[src/rtl/reg_scoreboard_pkg.sv]
// Shared definitions for the register-busy scoreboard: register file geometry
// and the long-latency producer classes that the decoder maps onto ID_isLong.
package reg_scoreboard_pkg;

  localparam int REG_NUM = 32;
  localparam int RADDR_W = 5;
  localparam int CNT_W   = 32;

  typedef logic [RADDR_W-1:0] reg_addr_t;

  typedef enum logic [1:0] {
    LP_NONE,
    LP_LOAD,
    LP_MULDIV,
    LP_CP0
  } lp_class_t;

  // Any class other than LP_NONE produces its result too late to forward.
  function automatic logic is_long(input lp_class_t lp);
    return lp != LP_NONE;
  endfunction

endpackage

[src/rtl/reg_scoreboard_if.sv]
// ID/WB/flush inputs and stall/bubble/debug outputs of the scoreboard.
// The master side belongs to the pipeline; the slave side belongs to the scoreboard.
interface reg_scoreboard_if #(
  parameter int REG_NUM = reg_scoreboard_pkg::REG_NUM,
  parameter int RADDR_W = reg_scoreboard_pkg::RADDR_W,
  parameter int CNT_W   = reg_scoreboard_pkg::CNT_W
);
  logic [RADDR_W-1:0] ID_rs;
  logic [RADDR_W-1:0] ID_rt;
  logic [1:0]         ID_rsrtRead;
  logic [RADDR_W-1:0] ID_rd;
  logic               ID_regWrite;
  logic               ID_isLong;
  logic               ID_valid;
  logic               EXE_ready;
  logic               WB_valid;
  logic [RADDR_W-1:0] WB_rd;
  logic               Flush;
  logic               IF_PCWr;
  logic               IF_IDWr;
  logic               IDEXE_Flush;
  logic [REG_NUM-1:0] busy_vec;
  logic [RADDR_W:0]   busy_cnt;
  logic [CNT_W-1:0]   stall_cnt;

  modport master (
    output ID_rs, ID_rt, ID_rsrtRead, ID_rd, ID_regWrite, ID_isLong, ID_valid,
    output EXE_ready, WB_valid, WB_rd, Flush,
    input  IF_PCWr, IF_IDWr, IDEXE_Flush, busy_vec, busy_cnt, stall_cnt
  );

  modport slave (
    input  ID_rs, ID_rt, ID_rsrtRead, ID_rd, ID_regWrite, ID_isLong, ID_valid,
    input  EXE_ready, WB_valid, WB_rd, Flush,
    output IF_PCWr, IF_IDWr, IDEXE_Flush, busy_vec, busy_cnt, stall_cnt
  );

endinterface

[src/rtl/reg_scoreboard_sb_popcount.sv]
// Combinational population count.
// The scoreboard uses it to keep busy_cnt in step with the next busy bitmap.
module sb_popcount #(
  parameter int N = 32,
  parameter int W = 6
) (
  input  logic [N-1:0] bits,
  output logic [W-1:0] count
);

  always_comb begin
    count = '0;
    for (int i = 0; i < N; i++) begin
      count = count + W'(bits[i]);
    end
  end

endmodule

[src/rtl/reg_scoreboard.sv]
// Register-busy scoreboard for long-latency producers (loads, mul/div, mfc0).
// It holds ID on RAW/WAW against a pending result and releases ID on the writeback cycle.
module reg_scoreboard #(
  parameter int REG_NUM = reg_scoreboard_pkg::REG_NUM,
  parameter int RADDR_W = reg_scoreboard_pkg::RADDR_W,
  parameter int CNT_W   = reg_scoreboard_pkg::CNT_W
) (
  input  logic            clk,
  input  logic            resetn,
  reg_scoreboard_if.slave sb
);
  import reg_scoreboard_pkg::*;

  logic [REG_NUM-1:0] busy_q;
  logic [REG_NUM-1:0] wb_mask;
  logic [REG_NUM-1:0] set_mask;
  logic [REG_NUM-1:0] eff_busy;
  logic [REG_NUM-1:0] busy_nxt;
  logic [RADDR_W:0]   cnt_nxt;
  logic [RADDR_W:0]   cnt_q;
  logic [CNT_W-1:0]   stall_q;
  logic               haz;
  logic               issue;

  // The regfile is write-first, so a writeback releases consumers in its own cycle.
  always_comb begin
    wb_mask = '0;
    if (sb.WB_valid) begin
      wb_mask[sb.WB_rd] = 1'b1;
    end
    eff_busy    = busy_q & ~wb_mask;
    eff_busy[0] = 1'b0;

    haz = sb.ID_valid & ((sb.ID_rsrtRead[1] & eff_busy[sb.ID_rs]) |
                         (sb.ID_rsrtRead[0] & eff_busy[sb.ID_rt]) |
                         (sb.ID_regWrite    & eff_busy[sb.ID_rd]));
    issue = sb.ID_valid & sb.EXE_ready & ~haz & ~sb.Flush;

    set_mask = '0;
    if (issue && sb.ID_regWrite && sb.ID_isLong && (sb.ID_rd != '0)) begin
      set_mask[sb.ID_rd] = 1'b1;
    end

    // A flush kills every issued long producer, so any WB this cycle is moot.
    busy_nxt = sb.Flush ? '0 : (eff_busy | set_mask);
  end

  // The pipeline flush logic owns the stage registers in a flush cycle.
  always_comb begin
    sb.IF_PCWr     = 1'b1;
    sb.IF_IDWr     = 1'b1;
    sb.IDEXE_Flush = 1'b0;
    if (!sb.Flush && haz) begin
      sb.IF_PCWr     = 1'b0;
      sb.IF_IDWr     = 1'b0;
      sb.IDEXE_Flush = 1'b1;
    end
  end

  sb_popcount #(
    .N (REG_NUM),
    .W (RADDR_W + 1)
  ) u_popcount (
    .bits  (busy_nxt),
    .count (cnt_nxt)
  );

  always_ff @(posedge clk or negedge resetn) begin
    if (!resetn) begin
      busy_q  <= '0;
      cnt_q   <= '0;
      stall_q <= '0;
    end else begin
      busy_q <= busy_nxt;
      cnt_q  <= cnt_nxt;
      if (haz && !sb.Flush && (stall_q != {CNT_W{1'b1}})) begin
        stall_q <= stall_q + 1'b1;
      end
    end
  end

  assign sb.busy_vec  = busy_q;
  assign sb.busy_cnt  = cnt_q;
  assign sb.stall_cnt = stall_q;

endmodule

[src/flat_wrapper.sv]
// flat-port wrapper written by rule: the top's interface ports become plain ports
module reg_scoreboard_flat import reg_scoreboard_pkg::*;
#(
  parameter int REG_NUM = reg_scoreboard_pkg::REG_NUM,
  parameter int RADDR_W = reg_scoreboard_pkg::RADDR_W,
  parameter int CNT_W   = reg_scoreboard_pkg::CNT_W
)
  (clk, resetn, sb_ID_rs, sb_ID_rt, sb_ID_rsrtRead, sb_ID_rd, sb_ID_regWrite, sb_ID_isLong, sb_ID_valid, sb_EXE_ready, sb_WB_valid, sb_WB_rd, sb_Flush, sb_IF_PCWr, sb_IF_IDWr, sb_IDEXE_Flush, sb_busy_vec, sb_busy_cnt, sb_stall_cnt);
  reg_scoreboard_if #(.REG_NUM(REG_NUM), .RADDR_W(RADDR_W), .CNT_W(CNT_W)) sb_i ();
  input  logic clk;
  input  logic resetn;
  input wire logic [$bits(sb_i.ID_rs)-1:0] sb_ID_rs;
  input wire logic [$bits(sb_i.ID_rt)-1:0] sb_ID_rt;
  input wire logic [$bits(sb_i.ID_rsrtRead)-1:0] sb_ID_rsrtRead;
  input wire logic [$bits(sb_i.ID_rd)-1:0] sb_ID_rd;
  input wire logic [$bits(sb_i.ID_regWrite)-1:0] sb_ID_regWrite;
  input wire logic [$bits(sb_i.ID_isLong)-1:0] sb_ID_isLong;
  input wire logic [$bits(sb_i.ID_valid)-1:0] sb_ID_valid;
  input wire logic [$bits(sb_i.EXE_ready)-1:0] sb_EXE_ready;
  input wire logic [$bits(sb_i.WB_valid)-1:0] sb_WB_valid;
  input wire logic [$bits(sb_i.WB_rd)-1:0] sb_WB_rd;
  input wire logic [$bits(sb_i.Flush)-1:0] sb_Flush;
  output wire logic [$bits(sb_i.IF_PCWr)-1:0] sb_IF_PCWr;
  output wire logic [$bits(sb_i.IF_IDWr)-1:0] sb_IF_IDWr;
  output wire logic [$bits(sb_i.IDEXE_Flush)-1:0] sb_IDEXE_Flush;
  output wire logic [$bits(sb_i.busy_vec)-1:0] sb_busy_vec;
  output wire logic [$bits(sb_i.busy_cnt)-1:0] sb_busy_cnt;
  output wire logic [$bits(sb_i.stall_cnt)-1:0] sb_stall_cnt;
  assign sb_i.ID_rs = sb_ID_rs;
  assign sb_i.ID_rt = sb_ID_rt;
  assign sb_i.ID_rsrtRead = sb_ID_rsrtRead;
  assign sb_i.ID_rd = sb_ID_rd;
  assign sb_i.ID_regWrite = sb_ID_regWrite;
  assign sb_i.ID_isLong = sb_ID_isLong;
  assign sb_i.ID_valid = sb_ID_valid;
  assign sb_i.EXE_ready = sb_EXE_ready;
  assign sb_i.WB_valid = sb_WB_valid;
  assign sb_i.WB_rd = sb_WB_rd;
  assign sb_i.Flush = sb_Flush;
  assign sb_IF_PCWr = sb_i.IF_PCWr;
  assign sb_IF_IDWr = sb_i.IF_IDWr;
  assign sb_IDEXE_Flush = sb_i.IDEXE_Flush;
  assign sb_busy_vec = sb_i.busy_vec;
  assign sb_busy_cnt = sb_i.busy_cnt;
  assign sb_stall_cnt = sb_i.stall_cnt;
  reg_scoreboard #(.REG_NUM(REG_NUM), .RADDR_W(RADDR_W), .CNT_W(CNT_W)) u_core (.clk(clk), .resetn(resetn), .sb(sb_i));
endmodule
[config.mk]
export PLATFORM = sky130hd
export DESIGN_NAME = reg_scoreboard_flat
export DESIGN_NICKNAME = d
export VERILOG_FILES = /design/src/rtl/reg_scoreboard_pkg.sv /design/src/rtl/reg_scoreboard_if.sv /design/src/rtl/reg_scoreboard_sb_popcount.sv /design/src/rtl/reg_scoreboard.sv /design/src/flat_wrapper.sv
export SDC_FILE = /design/constraint.sdc
export NUM_CORES = 1
export LEC_CHECK = 0
export BUFFER_PORTS_ARGS = -buffer_cell sky130_fd_sc_hd__buf_2
export CORE_AREA = 3 3 101 103
export DETAILED_ROUTE_END_ITERATION = 8
export DIE_AREA = 0 0 104 106
export GPL_ROUTABILITY_DRIVEN = 0
export HOLD_SLACK_MARGIN = 0.08
export PLACE_DENSITY = 0.79
export SLEW_MARGIN = 0
export SYNTH_ARGS = -nofsm -noshare
export SYNTH_HDL_FRONTEND = slang
export SYNTH_SLANG_ARGS = --single-unit
[constraint.sdc]
create_clock -name clk -period 7.78 [get_ports clk]
set_clock_uncertainty 0.2 [all_clocks]
set_input_delay 0.778 -clock clk [delete_from_list [all_inputs] [get_ports clk]]
set_output_delay 0.778 -clock clk [all_outputs]
set_load 0.05 [all_outputs]
# Word-level counts from Yosys, hierarchy flattened
# Index checks and enable logic that the tools add are counted.
[totals]
ff_bits = 70
elab_cells = 80
input_bits = 30
output_inout_bits = 73
[classes]
order_cmp = 6
n_reduce_logical = 9
n_bitwise = 14
addsub = 32
n_mux = 15
eq_ne = 1
[op_table]
columns = ["cell", "count"]
rows = [
  ["6-bit by 1-bit adder with 6-bit output", 26],
  ["32-bit two-way mux", 3],
  ["32-bit by 1-bit adder with 32-bit output, second input constant", 1],
  ["32-bit AND", 1],
  ["32-bit inequality test, second input constant", 1],
  ["32-bit NOT", 1],
  ["32-bit OR", 1],
  ["5-bit by 6-bit less-than comparator with 1-bit output, second input constant", 4],
  ["1-bit binary-select mux with 5-bit select", 3],
  ["1-bit demux with 5-bit select", 2],
  ["5-bit by 1-bit >= comparator with 1-bit output, second input constant", 2],
  ["1-bit AND", 7],
  ["1-bit logical AND", 7],
  ["1-bit two-way mux", 7],
  ["5-bit by 1-bit adder with 6-bit output", 1],
  ["4-bit by 1-bit adder with 5-bit output", 1],
  ["5-bit nonzero test", 1],
  ["3-bit by 1-bit adder with 4-bit output", 1],
  ["2-bit by 1-bit adder with 3-bit output", 1],
  ["1-bit by 1-bit adder with 2-bit output", 1],
  ["1-bit NOT", 2],
  ["1-bit OR", 2],
  ["1-bit zero test", 1],
]

# Depth between registers and ports, before layout
[depth]
ltp_word = 53
depth_mapped = 27
mapped_depth_nobuf = 25

# By module
# Synthesis repeated with hierarchy kept, for this count alone.
[hier_totals]
cells_unflattened = 613
hier_area_um2 = 5738.0
[by_module_without_submodules]
columns = ["mod", "seq_area_each_um2", "instances", "area_per_inst_um2", "cells_each"]
rows = [
  ["reg_scoreboard", 1751.7, 1, 4832.1, 517],
  ["sb_popcount", 0.0, 1, 905.9, 96],
]

# Worst setup path before layout
# Ideal clock, no wire load.
[synth_timing]
kind = "input port to flip-flop"
start = "input port sb_ID_rd[0]"
end = "register u_core.cnt_q[5] (netlist: u_core.sb.busy_cnt[5])"
arrival_ps = 6911
path_slack_ps = 550
required_time_ps = 7461
n_path_buf = 2
path_stages = 25
setup_ps = 119
path_cell_list = "buf_2 nor3b_1 and3_1 a32o_1 nor4_1 and4_1 a32o_2 nor2_4 buf_2 nand3_1 a21o_1 fa_1 inv_1 fa_1 fa_1 fa_1 fa_1 inv_1 fa_1 inv_1 ha_1 a21o_1 a21oi_1 nor2b_1 o21a_1"
[synth_between]
elab_chain_cells = 45
elab_cells_between_ends = 51
classes_between = "add/sub (31); order compare (2); mux (6); bitwise (7); reduce/logical (5)"
[synth_lines]
columns = ["element", "line", "text"]
rows = [
  ["start, declared", "flat_wrapper.sv:15", "input wire logic [$bits(sb_i.ID_rd)-1:0] sb_ID_rd;"],
  ["1-bit binary-select mux with 5-bit select", "reg_scoreboard.sv:36", "(sb.ID_regWrite & eff_busy[sb.ID_rd]));"],
  ["1-bit two-way mux (implied by the code)", "reg_scoreboard.sv:36", ""],
  ["1-bit AND", "reg_scoreboard.sv:36", ""],
  ["1-bit OR", "reg_scoreboard.sv:35", "(sb.ID_rsrtRead[0] & eff_busy[sb.ID_rt]) |"],
  ["1-bit AND", "reg_scoreboard.sv:34", "haz = sb.ID_valid & ((sb.ID_rsrtRead[1] & eff_busy[sb.ID_rs]) |"],
  ["1-bit NOT", "reg_scoreboard.sv:37", "issue = sb.ID_valid & sb.EXE_ready & ~haz & ~sb.Flush;"],
  ["1-bit AND (2 in series)", "reg_scoreboard.sv:37", ""],
  ["1-bit logical AND (3 in series)", "reg_scoreboard.sv:40", "if (issue && sb.ID_regWrite && sb.ID_isLong && (sb.ID_rd != '0)) begin"],
  ["[... 3 more ...]", "-", ""],
  ["1-bit by 1-bit adder with 2-bit output", "reg_scoreboard_sb_popcount.sv:14", "count = count + W'(bits[i]);"],
  ["2-bit by 1-bit adder with 3-bit output", "reg_scoreboard_sb_popcount.sv:14", ""],
  ["3-bit by 1-bit adder with 4-bit output", "reg_scoreboard_sb_popcount.sv:14", ""],
  ["4-bit by 1-bit adder with 5-bit output", "reg_scoreboard_sb_popcount.sv:14", ""],
  ["5-bit by 1-bit adder with 6-bit output", "reg_scoreboard_sb_popcount.sv:14", ""],
  ["6-bit by 1-bit adder with 6-bit output (25 in series)", "reg_scoreboard_sb_popcount.sv:14", ""],
  ["6-bit by 1-bit adder with 6-bit output *", "reg_scoreboard_sb_popcount.sv:14", ""],
  ["named net u_core.cnt_nxt[5]", "reg_scoreboard.sv:19", "logic [RADDR_W:0] cnt_nxt;"],
  ["end signal, assigned", "reg_scoreboard.sv:75", "cnt_q <= cnt_nxt;"],
  ["end, declared", "reg_scoreboard.sv:20", "logic [RADDR_W:0] cnt_q;"],
]
# The timed path passes the listed nets; every way through them passes the cells marked *. The select of a mux whose other input is x is not followed.
# A chain may end at the register's enable or synchronous reset.

# Worst setup path after layout
[layout_timing]
start = "input port sb_WB_rd[0]"
end = "register u_core.cnt_q[4] (netlist: u_core.sb.busy_cnt[4])"
[layout_between]
elab_cells_between_ends = 60
classes_between = "add/sub (31); order compare (2); mux (11); bitwise (12); reduce/logical (4)"
[layout_rtl]
columns = ["element", "line", "text"]
rows = [
  ["start, declared", "flat_wrapper.sv:21", "input wire logic [$bits(sb_i.WB_rd)-1:0] sb_WB_rd;"],
  ["5-bit by 6-bit less-than comparator with 1-bit output (implied by the code) or 5-bit by 1-bit >= comparator with 1-bit output (tied branches)", "reg_scoreboard.sv:29", "wb_mask[sb.WB_rd] = 1'b1;"],
  ["1-bit logical AND (implied by the code)", "reg_scoreboard.sv:29", ""],
  ["1-bit two-way mux (implied by the code)", "reg_scoreboard.sv:29", ""],
  ["1-bit demux with 5-bit select *", "-", ""],
  ["32-bit two-way mux *", "reg_scoreboard.sv:28", "if (sb.WB_valid) begin"],
  ["32-bit NOT *", "reg_scoreboard.sv:31", "eff_busy = busy_q & ~wb_mask;"],
  ["32-bit AND *", "reg_scoreboard.sv:31", ""],
  ["1-bit binary-select mux with 5-bit select (on tied branches)", "reg_scoreboard.sv:34, reg_scoreboard.sv:35", ""],
  ["[... 8 more ...]", "-", ""],
  ["1-bit logical AND (3 in series)", "reg_scoreboard.sv:40", ""],
  ["32-bit two-way mux", "reg_scoreboard.sv:40", ""],
  ["32-bit OR *", "reg_scoreboard.sv:45", "busy_nxt = sb.Flush ? '0 : (eff_busy | set_mask);"],
  ["32-bit two-way mux *", "reg_scoreboard.sv:45", ""],
  ["named net u_core.busy_nxt[5]", "reg_scoreboard.sv:18", "logic [REG_NUM-1:0] busy_nxt;"],
  ["5-bit by 1-bit adder with 6-bit output *", "reg_scoreboard_sb_popcount.sv:14", ""],
  ["6-bit by 1-bit adder with 6-bit output * (26 in series)", "reg_scoreboard_sb_popcount.sv:14", ""],
  ["named net u_core.cnt_nxt[4]", "reg_scoreboard.sv:19", ""],
]
# Marked as above.

==> flow_metrics.py <==
metrics = {
    "drt": {
        "vias_per_cell": 6.50,
        "vias": 5321,
        "dr.pass1.iters": 8,
        "wl_per_cell_um": 20.2,
        "wirelength_um": 16500,
        "postRouteAntennaNets": 0,
        "drc": 0,
        "first_iter_violations": 918,
    },
    "finish": {
        "final_cell_mix": "102 x buf_2, 70 x dfrtp_1, 37 x buf_4",
        "synthToLayoutAreaGrowth_pct": 20.1,
        "nets": 746,
        "drive_above_1_share_pct": 25.7,
        "seq_area_sq_um": 1750,
        "multi_input_area_sq_um": 3220,
        "final_common_cell": "buf_2",
        "antennaDiodeCount": 0,
        "nFillCells": 777,
    },
    "floorplanning": {
        "pin_count": 103,
        "die_area_sq_um": 11000,
        "fp.dieW_um": 104,
        "row_count": 35,
        "start_util_pct": 55.9,
        "dieHeight_um": 106,
        "core_area_sq_um": 9280,
    },
    "worst_setup_path": {
        "worstPathArrival_ps": 7510,
        "cp_max_fo": 16,
        "slowest_stage": "fa_1",
        "rr_startpoint": "u_core.sb.busy_vec[15]$_DFF_PN0_",
        "worstSetupStartpoint": "sb_WB_rd[0]",
        "worstPathRequired_ps": 7810,
        "max_stage_delay_ps": 540,
        "worst_setup_path_start_kind": "input port",
        "worstSetupPathType": "in -> reg",
        "setup.worst_path.end_class": "flip-flop",
        "path_common_cell": "fa_1",
    },
    "logic_synthesis": {
        "syn-cell-area_sq_um": 5190,
        "yosys_register_bits": 70,
        "syn_avg_cell_area_sq_um": 9.12,
        "seq_area_frac_synth_pct": 33.8,
        "synthAdderAreaFrac_pct": 11.2,
        "synth_top_family_by_area": "simple AND/OR/NAND/NOR gates",
        "synth_xor_area_share_pct": 5.74,
        "synth_compound_area_share_pct": 18.9,
        "yosys_warnings": 0,
        "synth_flop_cell": "dfrtp_1",
        "async_reset_ff_share_pct": 100,
        "yosysUniqueCellTypes": 61,
        "synth.area.mux_share_pct": 1.81,
        "netlist_instances": 569,
        "synth-edff-count": 0,
        "yosys.area_share.simple_pct": 23.2,
    },
    "place": {
        "dp_hpwl_um": 12200,
        "portBuffers": 102,
    },
    "sta": {
        "tightest_slew_ps": 902,
        "setup_viol": 0,
        "final_hold_viol_count": 0,
        "rsz0062_at_grt": "false",
        "fin_setup_tns_ps": 0,
        "period_needed_ps": 7480,
        "fmax_mhz": 134,
        "report.final.slew_viol_count": 0,
        "fin_crit_sh_pct": 96.1,
        "slew_headroom_pct": 39.8,
    },
    "grt": {
        "grt_use_total_pct": 30.4,
        "grt_pass1_wl_um": 27100,
        "grt_pass1_vias": 5109,
        "antenna_found_initial": 0,
        "use_met1_pct": 42.4,
        "grt_max_degree": 71,
        "top_usage_layer": "met2",
        "grtUsageMet2_pct": 47.6,
        "grt_util_met3_pct": 7.10,
        "grt_overflow": 0,
    },
    "power_and_ir_drop": {
        "p_leak_nw": 2.91,
        "ir_worst_vdd_uv": 334,
        "p_total_w": 0.000935,
        "powerDensity_nw_per_um2": 150,
    },
    "flow_run": {
        "maxCapViolCount": 0,
    },
    "clock_network": {
        "cts_sinks": 70,
        "cts_resized": 0,
        "clock_tree.buffer_depth": 2,
        "cts.clk_slew.worst_paths_ps": 90,
        "post-cts-setup-buffers": 0,
        "ctsHoldBuffers": 0,
        "cts_tree": "done",
        "htreeDepth": 3,
        "cts_root_buffer": "clkbuf_8",
        "numCtsBuffers": 9,
        "clock_latency_ps": 350,
    },
    "hold_path": {
        "hold_start": "u_core.sb.stall_cnt[9]$_DFFE_PN0P_",
        "hold_class": "reg -> reg",
    },
    "outcome": {
        "status": "completed",
    },
}
[cells in the mapped netlist, types with 20 or more instances]
| cell | count | area [sq um] |
|---|---|---|
| nand2_1 | 25 | 93.8 |
| inv_1 | 31 | 116 |
| a21o_1 | 20 | 150 |
| o21ai_0 | 20 | 100 |
| dfrtp_1 | 70 | 1750 |
| nor2_1 | 29 | 109 |
| fa_1 | 24 | 480 |
| nand4_1 | 33 | 206 |
| a21oi_1 | 38 | 190 |
| clkbuf_1 | 21 | 78.8 |
| nand3_1 | 32 | 160 |
| xor2_1 | 25 | 219 |
[flip-flops by register name (all words and copies together) (netlist names)]
| name | count |
|---|---|
| u_core.sb.stall_cnt | 32 |
| u_core.sb.busy_vec | 32 |
| u_core.sb.busy_cnt | 6 |
[metrics by stage]
stage	instances	setup WS, ps	hold slack, ps	util (%)	cell area (sq um)
after global routing	818	71.1	324	67.1	6230
after floorplan	570	550	282	-	5190
after global placement	802	-56.1	276	64.4	5980
after CTS	818	166	302	66.5	6180
after detailed placement	802	-178	286	64.4	5980
final	818	303	299	67.1	6230
[cell families after synthesis]
kind of cell    after synthesis
other cells                   1
compound gates              146
buf+inv                      67
flops                        70
simple gates                211
xor+xnor                     34
mux                           8
fa+ha+maj                    32
[layout make-up]
class | instances | area share, %
multi-input combinational | 433 | 51.7
clock buffer | 10 | 2.05
sequential | 70 | 28.1
timing repair buffer | 139 | 12.6
tap | 129 | 2.59
clock inverter | 6 | 1.08
inverter | 31 | 1.87
[path summary, 6_finish.rpt]
kind / depth (start not counted) / end / slack [ps]
min reg2reg: 1 / u_core.sb.stall_cnt[9]$_DFFE_PN0P_ / 300
min: 1 / u_core.sb.stall_cnt[9]$_DFFE_PN0P_ / 300
max reg2reg: 25 / u_core.sb.busy_cnt[4]$_DFF_PN0_ / 1030
max in group asynchronous: 2 / u_core.sb.stall_cnt[27]$_DFFE_PN0P_ / 6370
max: 26 / u_core.sb.busy_cnt[4]$_DFF_PN0_ / 300
min in group asynchronous: 2 / u_core.sb.busy_cnt[5]$_DFF_PN0_ / 440
[layer usage]
layer	share of wire (%)	wire length [um]	up-vias
met5	0	0	-
met4	3.5	571	0
met3	12	2000	88
met2	45	7490	399
met1	39	6480	2504
li1	-	-	2330
[power by group]
group	leakage, nW	internal, W	total, W	switching (W)
Combinational	1.87	0.0000587	0.000228	0.000169
Sequential	0.943	0.000384	0.000408	0.0000241
Clock	0.0933	0.000150	0.000299	0.000149
Total	2.91	0.000593	0.000935	0.000342
[critical path: cells and delay by family]
kind                     cells  cell delay (ps)
AND/OR/NAND/NOR              4              780
buffers and inverters        6              610
AO/OA/AOI/OAI                7             1700
adder cells (fa/ha/maj)      8             3500
XOR/XNOR                     1              130
Power figures use the tool's default switching activity.
